**src/rtl/regfile_scoreboard.sv**
```systemverilog
// ---------------------------------------------------------------------------
// regfile_scoreboard
//
// Architectural register file with a busy-bit scoreboard and a writeback
// tracer. Sits after decode: marks issued destinations busy, stalls operand
// reads that depend on an in-flight destination, and reports every committed
// writeback as a two-beat record on a 36-bit trace port.
//
// Optional feature macro: REGFILE_BYPASS_EN
//   defined   - a source matching the same-cycle writeback is forwarded from
//               wr_data and does not stall.
//   undefined - such a source stalls for the write cycle and is read from
//               the array on the following cycle.
//
// Ports:
//   clk, resetn                 clock (rising edge), async active-low reset
//   iss_valid, iss_rd           issue: mark iss_rd busy
//   rd_valid, rs1, rs2          operand read request
//   rd_ready                    no hazard on rs1/rs2 (independent of rd_valid)
//   rdata_valid, rdata1, rdata2 operand data, pulse one cycle after accept
//   wr_valid, wr_idx, wr_data   writeback commit
//   trace_valid, trace_data     trace beats: {4'h1,26'b0,idx6} then {4'h2,data}
//   trace_overflow              sticky: a trace record was dropped
// ---------------------------------------------------------------------------
module regfile_scoreboard #(
  parameter int  ENABLE_REGS_16_31 = 1,
  parameter int  ENABLE_IRQ        = 0,
  parameter int  ENABLE_IRQ_QREGS  = 1,
  localparam int regfile_size      = ((ENABLE_REGS_16_31 != 0) ? 32 : 16)
                                     + 4 * ENABLE_IRQ * ENABLE_IRQ_QREGS,
  localparam int regindex_bits     = ((ENABLE_REGS_16_31 != 0) ? 5 : 4)
                                     + ENABLE_IRQ * ENABLE_IRQ_QREGS
) (
  input  logic                     clk,
  input  logic                     resetn,
  input  logic                     iss_valid,
  input  logic [regindex_bits-1:0] iss_rd,
  input  logic                     rd_valid,
  output logic                     rd_ready,
  input  logic [regindex_bits-1:0] rs1,
  input  logic [regindex_bits-1:0] rs2,
  output logic                     rdata_valid,
  output logic [31:0]              rdata1,
  output logic [31:0]              rdata2,
  input  logic                     wr_valid,
  input  logic [regindex_bits-1:0] wr_idx,
  input  logic [31:0]              wr_data,
  output logic                     trace_valid,
  output logic [35:0]              trace_data,
  output logic                     trace_overflow
);

  typedef enum logic [1:0] {
    TR_IDLE,
    TR_IDX,
    TR_DATA
  } trace_state_e;

  // Index 0 and anything past the implemented registers behave as "no
  // register": never written, never busy, read as zero.
  function automatic logic idx_ok(input logic [regindex_bits-1:0] idx);
    return (idx != '0) && (int'(idx) < regfile_size);
  endfunction

  logic [31:0]              regs_q [regfile_size];
  logic [31:0]              regs_d [regfile_size];
  logic [regfile_size-1:0]  busy_q, busy_d;
  logic                     rdata_valid_q, rdata_valid_d;
  logic [31:0]              rdata1_q, rdata1_d;
  logic [31:0]              rdata2_q, rdata2_d;

  trace_state_e             state_q, state_d;
  logic [regindex_bits-1:0] cur_idx_q, cur_idx_d;
  logic [31:0]              cur_data_q, cur_data_d;
  logic                     hold_valid_q, hold_valid_d;
  logic [regindex_bits-1:0] hold_idx_q, hold_idx_d;
  logic [31:0]              hold_data_q, hold_data_d;
  logic                     overflow_q, overflow_d;

  logic wr_ok, iss_ok;
  logic fwd1, fwd2;
  logic haz1, haz2;
  logic accept;
  logic [31:0] op1, op2;
  logic [5:0] idx6;

  assign wr_ok  = wr_valid && idx_ok(wr_idx);
  assign iss_ok = iss_valid && idx_ok(iss_rd);

`ifdef REGFILE_BYPASS_EN
  assign fwd1 = wr_ok && (wr_idx == rs1);
  assign fwd2 = wr_ok && (wr_idx == rs2);
`else
  assign fwd1 = 1'b0;
  assign fwd2 = 1'b0;
`endif

  // Hazard detection and operand selection. A forwarded source never stalls
  // because its value is on wr_data this very cycle.
  always_comb begin
    haz1 = 1'b0;
    haz2 = 1'b0;
    op1  = '0;
    op2  = '0;
    if (idx_ok(rs1)) begin
      haz1 = busy_q[rs1] && !fwd1;
      op1  = fwd1 ? wr_data : regs_q[rs1];
    end
    if (idx_ok(rs2)) begin
      haz2 = busy_q[rs2] && !fwd2;
      op2  = fwd2 ? wr_data : regs_q[rs2];
    end
  end

  assign rd_ready = !(haz1 || haz2);
  assign accept   = rd_valid && rd_ready;

  // Register array, scoreboard and operand registers. The busy set is
  // applied after the clear so an issue to the index being written keeps
  // the register busy for the new producer.
  always_comb begin
    regs_d = regs_q;
    if (wr_ok) begin
      regs_d[wr_idx] = wr_data;
    end
    busy_d = busy_q;
    if (wr_ok) begin
      busy_d[wr_idx] = 1'b0;
    end
    if (iss_ok) begin
      busy_d[iss_rd] = 1'b1;
    end
    rdata_valid_d = accept;
    rdata1_d      = accept ? op1 : rdata1_q;
    rdata2_d      = accept ? op2 : rdata2_q;
  end

  // Trace FSM next state. In IDLE or DATA the FSM is free to launch a record:
  // the holding register goes first (freeing it for a same-cycle write),
  // otherwise a new write launches directly so it appears one cycle later.
  // In IDX a new write can only be parked in the holding register; if that
  // is occupied the record is lost and the overflow flag latches.
  always_comb begin
    state_d      = state_q;
    cur_idx_d    = cur_idx_q;
    cur_data_d   = cur_data_q;
    hold_valid_d = hold_valid_q;
    hold_idx_d   = hold_idx_q;
    hold_data_d  = hold_data_q;
    overflow_d   = overflow_q;
    case (state_q)
      TR_IDLE, TR_DATA: begin
        if (hold_valid_q) begin
          state_d      = TR_IDX;
          cur_idx_d    = hold_idx_q;
          cur_data_d   = hold_data_q;
          hold_valid_d = wr_ok;
          if (wr_ok) begin
            hold_idx_d  = wr_idx;
            hold_data_d = wr_data;
          end
        end else if (wr_ok) begin
          state_d    = TR_IDX;
          cur_idx_d  = wr_idx;
          cur_data_d = wr_data;
        end else begin
          state_d = TR_IDLE;
        end
      end
      TR_IDX: begin
        state_d = TR_DATA;
        if (wr_ok) begin
          if (!hold_valid_q) begin
            hold_valid_d = 1'b1;
            hold_idx_d   = wr_idx;
            hold_data_d  = wr_data;
          end else begin
            overflow_d = 1'b1;
          end
        end
      end
      default: state_d = TR_IDLE;
    endcase
  end

  // Trace beat outputs decoded from the current state.
  always_comb begin
    idx6        = 6'(cur_idx_q);
    trace_valid = 1'b0;
    trace_data  = '0;
    case (state_q)
      TR_IDX: begin
        trace_valid = 1'b1;
        trace_data  = {4'h1, 26'b0, idx6};
      end
      TR_DATA: begin
        trace_valid = 1'b1;
        trace_data  = {4'h2, cur_data_q};
      end
      default: ;
    endcase
  end

  // State registers; reset discards everything including pending records.
  always_ff @(posedge clk or negedge resetn) begin
    if (!resetn) begin
      for (int i = 0; i < regfile_size; i++) begin
        regs_q[i] <= '0;
      end
      busy_q        <= '0;
      rdata_valid_q <= 1'b0;
      rdata1_q      <= '0;
      rdata2_q      <= '0;
      state_q       <= TR_IDLE;
      cur_idx_q     <= '0;
      cur_data_q    <= '0;
      hold_valid_q  <= 1'b0;
      hold_idx_q    <= '0;
      hold_data_q   <= '0;
      overflow_q    <= 1'b0;
    end else begin
      regs_q        <= regs_d;
      busy_q        <= busy_d;
      rdata_valid_q <= rdata_valid_d;
      rdata1_q      <= rdata1_d;
      rdata2_q      <= rdata2_d;
      state_q       <= state_d;
      cur_idx_q     <= cur_idx_d;
      cur_data_q    <= cur_data_d;
      hold_valid_q  <= hold_valid_d;
      hold_idx_q    <= hold_idx_d;
      hold_data_q   <= hold_data_d;
      overflow_q    <= overflow_d;
    end
  end

  assign rdata_valid    = rdata_valid_q;
  assign rdata1         = rdata1_q;
  assign rdata2         = rdata2_q;
  assign trace_overflow = overflow_q;

endmodule

```
**config.mk**
```make
export PLATFORM = sky130hd
export DESIGN_NAME = regfile_scoreboard
export DESIGN_NICKNAME = d
export VERILOG_FILES = /design/src/rtl/regfile_scoreboard.sv
export SDC_FILE = /design/constraint.sdc
export NUM_CORES = 2
export LEC_CHECK = 0
export CORE_MARGIN = 1
export CORE_UTILIZATION = 57
export CTS_CLUSTER_SIZE = 28
export DETAILED_ROUTE_END_ITERATION = 7
export PLACE_DENSITY = 0.86
export REMOVE_ABC_BUFFERS = 1
export SYNTH_ARGS = -nofsm -noshare
export SYNTH_HDL_FRONTEND = slang
export SYNTH_SLANG_ARGS = --single-unit
```
**constraint.sdc**
```tcl
create_clock -name clk -period 2.3 [get_ports clk]
set_input_delay 0.46 -clock clk [delete_from_list [all_inputs] [get_ports clk]]
set_output_delay 0.46 -clock clk [all_outputs]
set_load 0.05 [all_outputs]
```
==> summary.md <==
| Metric | Value |
|---|---|
| Final worst slack | `-0.9184 ns` |
| YS warnings | `0` |
| Starting Density | `57.80%` |
| Final nets | `4,457` |
| H-tree levels | `3` |
| Slew Limit Headroom | `55.30%` |
| CTS Buffer Depth | `3` |
| GR Overflow Total | `0` |
| Mapped Cells | `4,174` |
| Largest net degree at the start of global routing | `115` |
| Startpoint types | `register` |
| Clock latency on the worst-skew pair | `0.72 ns` |
| DIE AREA | `110,500 µm²` |
| # rows | `120` |
| Core region area | `107,700 µm²` |
| Commonest non-fill, non-tap cell in the layout | `dfrtp_1` |
| Placer Congestion | `0.9016` |
| Starting DRT DRC Count | `4,640` |
| Initial antenna violation count | `0` |
| CTS buffer count | `119` |
| Remaining DRCs | `0` |
| DRT Pass-1 Iters | `5` |
| Unrepaired setup endpoints after global routing | `true` |
| Port Buffer Count | `158` |
| Post-layout minimum cycle time | `3.218 ns` |
| Register Area | `30,010 µm²` |
| Worst Path Max Fanout | `2` |
| Setup WS pre-CTS | `-0.7629 ns` |
| Clock skew | `0.02182 ns` |
| Placed Area | `68,640 µm²` |
| Detail Placement HPWL | `111.6 mm` |
| Violated checks | `negative setup slack` |
| Setup tns final | `-55.60 ns` |
| Leak Pwr | `32.43 nW` |
| Vias per cell | `7.032` |
| Power density cells | `959.7 nW/µm²` |
| Final setup fails | `99` |
| Worst setup EP type | `output port` |
| Ys flop type | `dfrtp_1` |
| Multi-input gate area | `30,800 µm²` |
| Max-Cap Viols | `0` |
| Peak VDD IR | `0.7613 mV` |
| Critical Path AT | `2.76 ns` |
| Status | `finished, violations left` |
| Register bit total from synthesis | `1,199` |
| Top-Level Pins | `161` |
| Mapped Area | `62,230 µm²` |
| Crit path kind | `register to output port` |
| Tot GR Track Use | `33.64%` |
| Post-synth ARST share | `100.0%` |
| Post-synthesis sequential area ratio | `48.22%` |
| Layout area overhead | `18.10%` |
| Worst min path class | `input pin to async pin` |
| CTS tree | `built` |
| Inserted Diodes | `0` |
| Total Power | `0.07053 W` |
| Fin util | `68.27%` |
| FMAX | `310.7 MHz` |
| Antenna Nets Post-Route | `0` |
| Layout cells sized above 1 | `54.60%` |
| Fin area | `73,490 µm²` |
| Critical path required time | `1.84 ns` |
| CTS sink cnt | `1,199` |
| Wirelength, routed | `184.8 mm` |
| Vias in the first global route | `43,910` |
| Wire length per cell | `31.38 µm` |
| Number of synthesized flops with an enable pin | `0` |
| Width of the die | `332.4 µm` |
| Slew Limit Fails | `0` |
| Worst-margin pin slew | `0.6705 ns` |
| Clock root cell | `clkbuf_16` |
| Via Count | `41,420` |
| Fill cells | `6,564` |
| Clk slew on worst S/H paths | `0.06 ns` |
| Die Ht | `332.4 µm` |
| First-pass GRT wire length | `278.6 mm` |
| Fin crit share | `139.9%` |
| Synthesized area per cell | `14.91 µm²` |
| Hold violation count in the final report | `0` |
| Synth cell types | `45` |
| Commonest cells after routing, fill and taps aside | `dfrtp_1, mux2_2, mux4_2` |
## kinds of logic (layout without fill, tap and decap cells)
| family | after synthesis | in the layout | share of synthesized area (%) |
|---|---|---|---|
| compound gates | 292 | 292 | 2.648 |
| fa+ha+maj | 5 | 5 | 0.1005 |
| buf+inv | 467 | 779 | 3.006 |
| flops | 1199 | 1199 | 48.22 |
| mux | 1921 | 1921 | 43.92 |
| other cells | 1 | 2 | 0.006026 |
| simple gates | 289 | 289 | 2.105 |
## per-layer routing
layer	vias to the layer above	GRT usage, %	wire length [µm]	part of all wire (%)
li1	16310	-	-	-
met1	21980	45.49	69950	38
met2	2536	51.70	86360	47
met3	589	8.454	19740	11
met4	0	15.41	8753	4.7
met5	-	0	0	0
## timing repair
action	in CTS	in global routing
pin swaps	11	4
cloned	8	2
hold buffers	1	0
resized for setup	154	36
endpoints found under the setup margin	164	116
buffers inserted	21	16
hold endpoints to repair	326	0
## sequential cells by signal, indices dropped and copies added, names as in the netlist
name / flops
rdata_valid: 1
hold_data_q: 32
state_q: 2
cur_idx_q: 5
regs_q: 1024
rdata1: 32
hold_idx_q: 5
rdata2: 32
busy_q: 32
cur_data_q: 32
trace_overflow: 1
hold_valid_q: 1
## critical path: stages, from the launching register on
cell	delay, ns
dfrtp_1	0.40
mux4_2	0.48
mux2_2	0.29
a221oi_2	0.28
a21oi_2	0.08
buf_4	0.14
a21oi_2	0.11
buf_4	0.14
buf_12	0.12
## layout make-up
| class | count | area share, % |
|---|---|---|
| clock inverters | 39 | 0.6674 |
| well taps | 1403 | 2.389 |
| repair buffers | 557 | 9.355 |
| inverters | 9 | 0.05278 |
| clock buffers | 174 | 4.786 |
| flip-flops and latches | 1199 | 40.83 |
| multi-input cells | 2509 | 41.92 |
## final timing paths
check	from	end	slack (ns)	cells after the start
setup / recovery	busy_q[15]	rd_ready	-0.92	8
hold / removal	resetn	regs_q[119]	0.22	2
setup reg to reg	busy_q[15]	rdata2[24]	-0.81	11
hold reg to reg	busy_q[0]	busy_q[0]	0.39	0
max in group asynchronous	resetn	regs_q[796]	1.11	4
min in group clk	busy_q[0]	busy_q[0]	0.39	0
## metrics by stage
| step | hold slack [ns] | std cells |
|---|---|---|
| finish | 0.2178 | 5890 |
| global route | 0.2455 | 5890 |
| CTS | 0.1979 | 5879 |
| detailed placement | 0.3497 | 5636 |
| global placement | 0.3470 | 5636 |
| floorplan | 0.1644 | 3717 |
## Yosys cell counts (28+ instances only)
| library cell | instances | share of area [%] |
|---|---|---|
| a21oi_1 | 133 | 1.1 |
| and2_1 | 28 | 0.28 |
| buf_1 | 97 | 0.59 |
| buf_2 | 52 | 0.42 |
| clkbuf_1 | 300 | 1.8 |
| dfrtp_1 | 1199 | 48 |
| mux2_1 | 43 | 0.78 |
| mux2_2 | 1180 | 21 |
| mux2i_1 | 173 | 2.8 |
| mux4_2 | 525 | 19 |
| nand2_1 | 62 | 0.37 |
| nor2_1 | 146 | 0.88 |
| o21ai_0 | 61 | 0.49 |
| o22ai_1 | 68 | 0.68 |
## power by group
part | switching (W) | internal, W
logic | 0.00980 | 0.0110
registers | 0.00371 | 0.0259
clock network | 0.00855 | 0.0116
No activity file was read; power rests on OpenSTA's default activity.
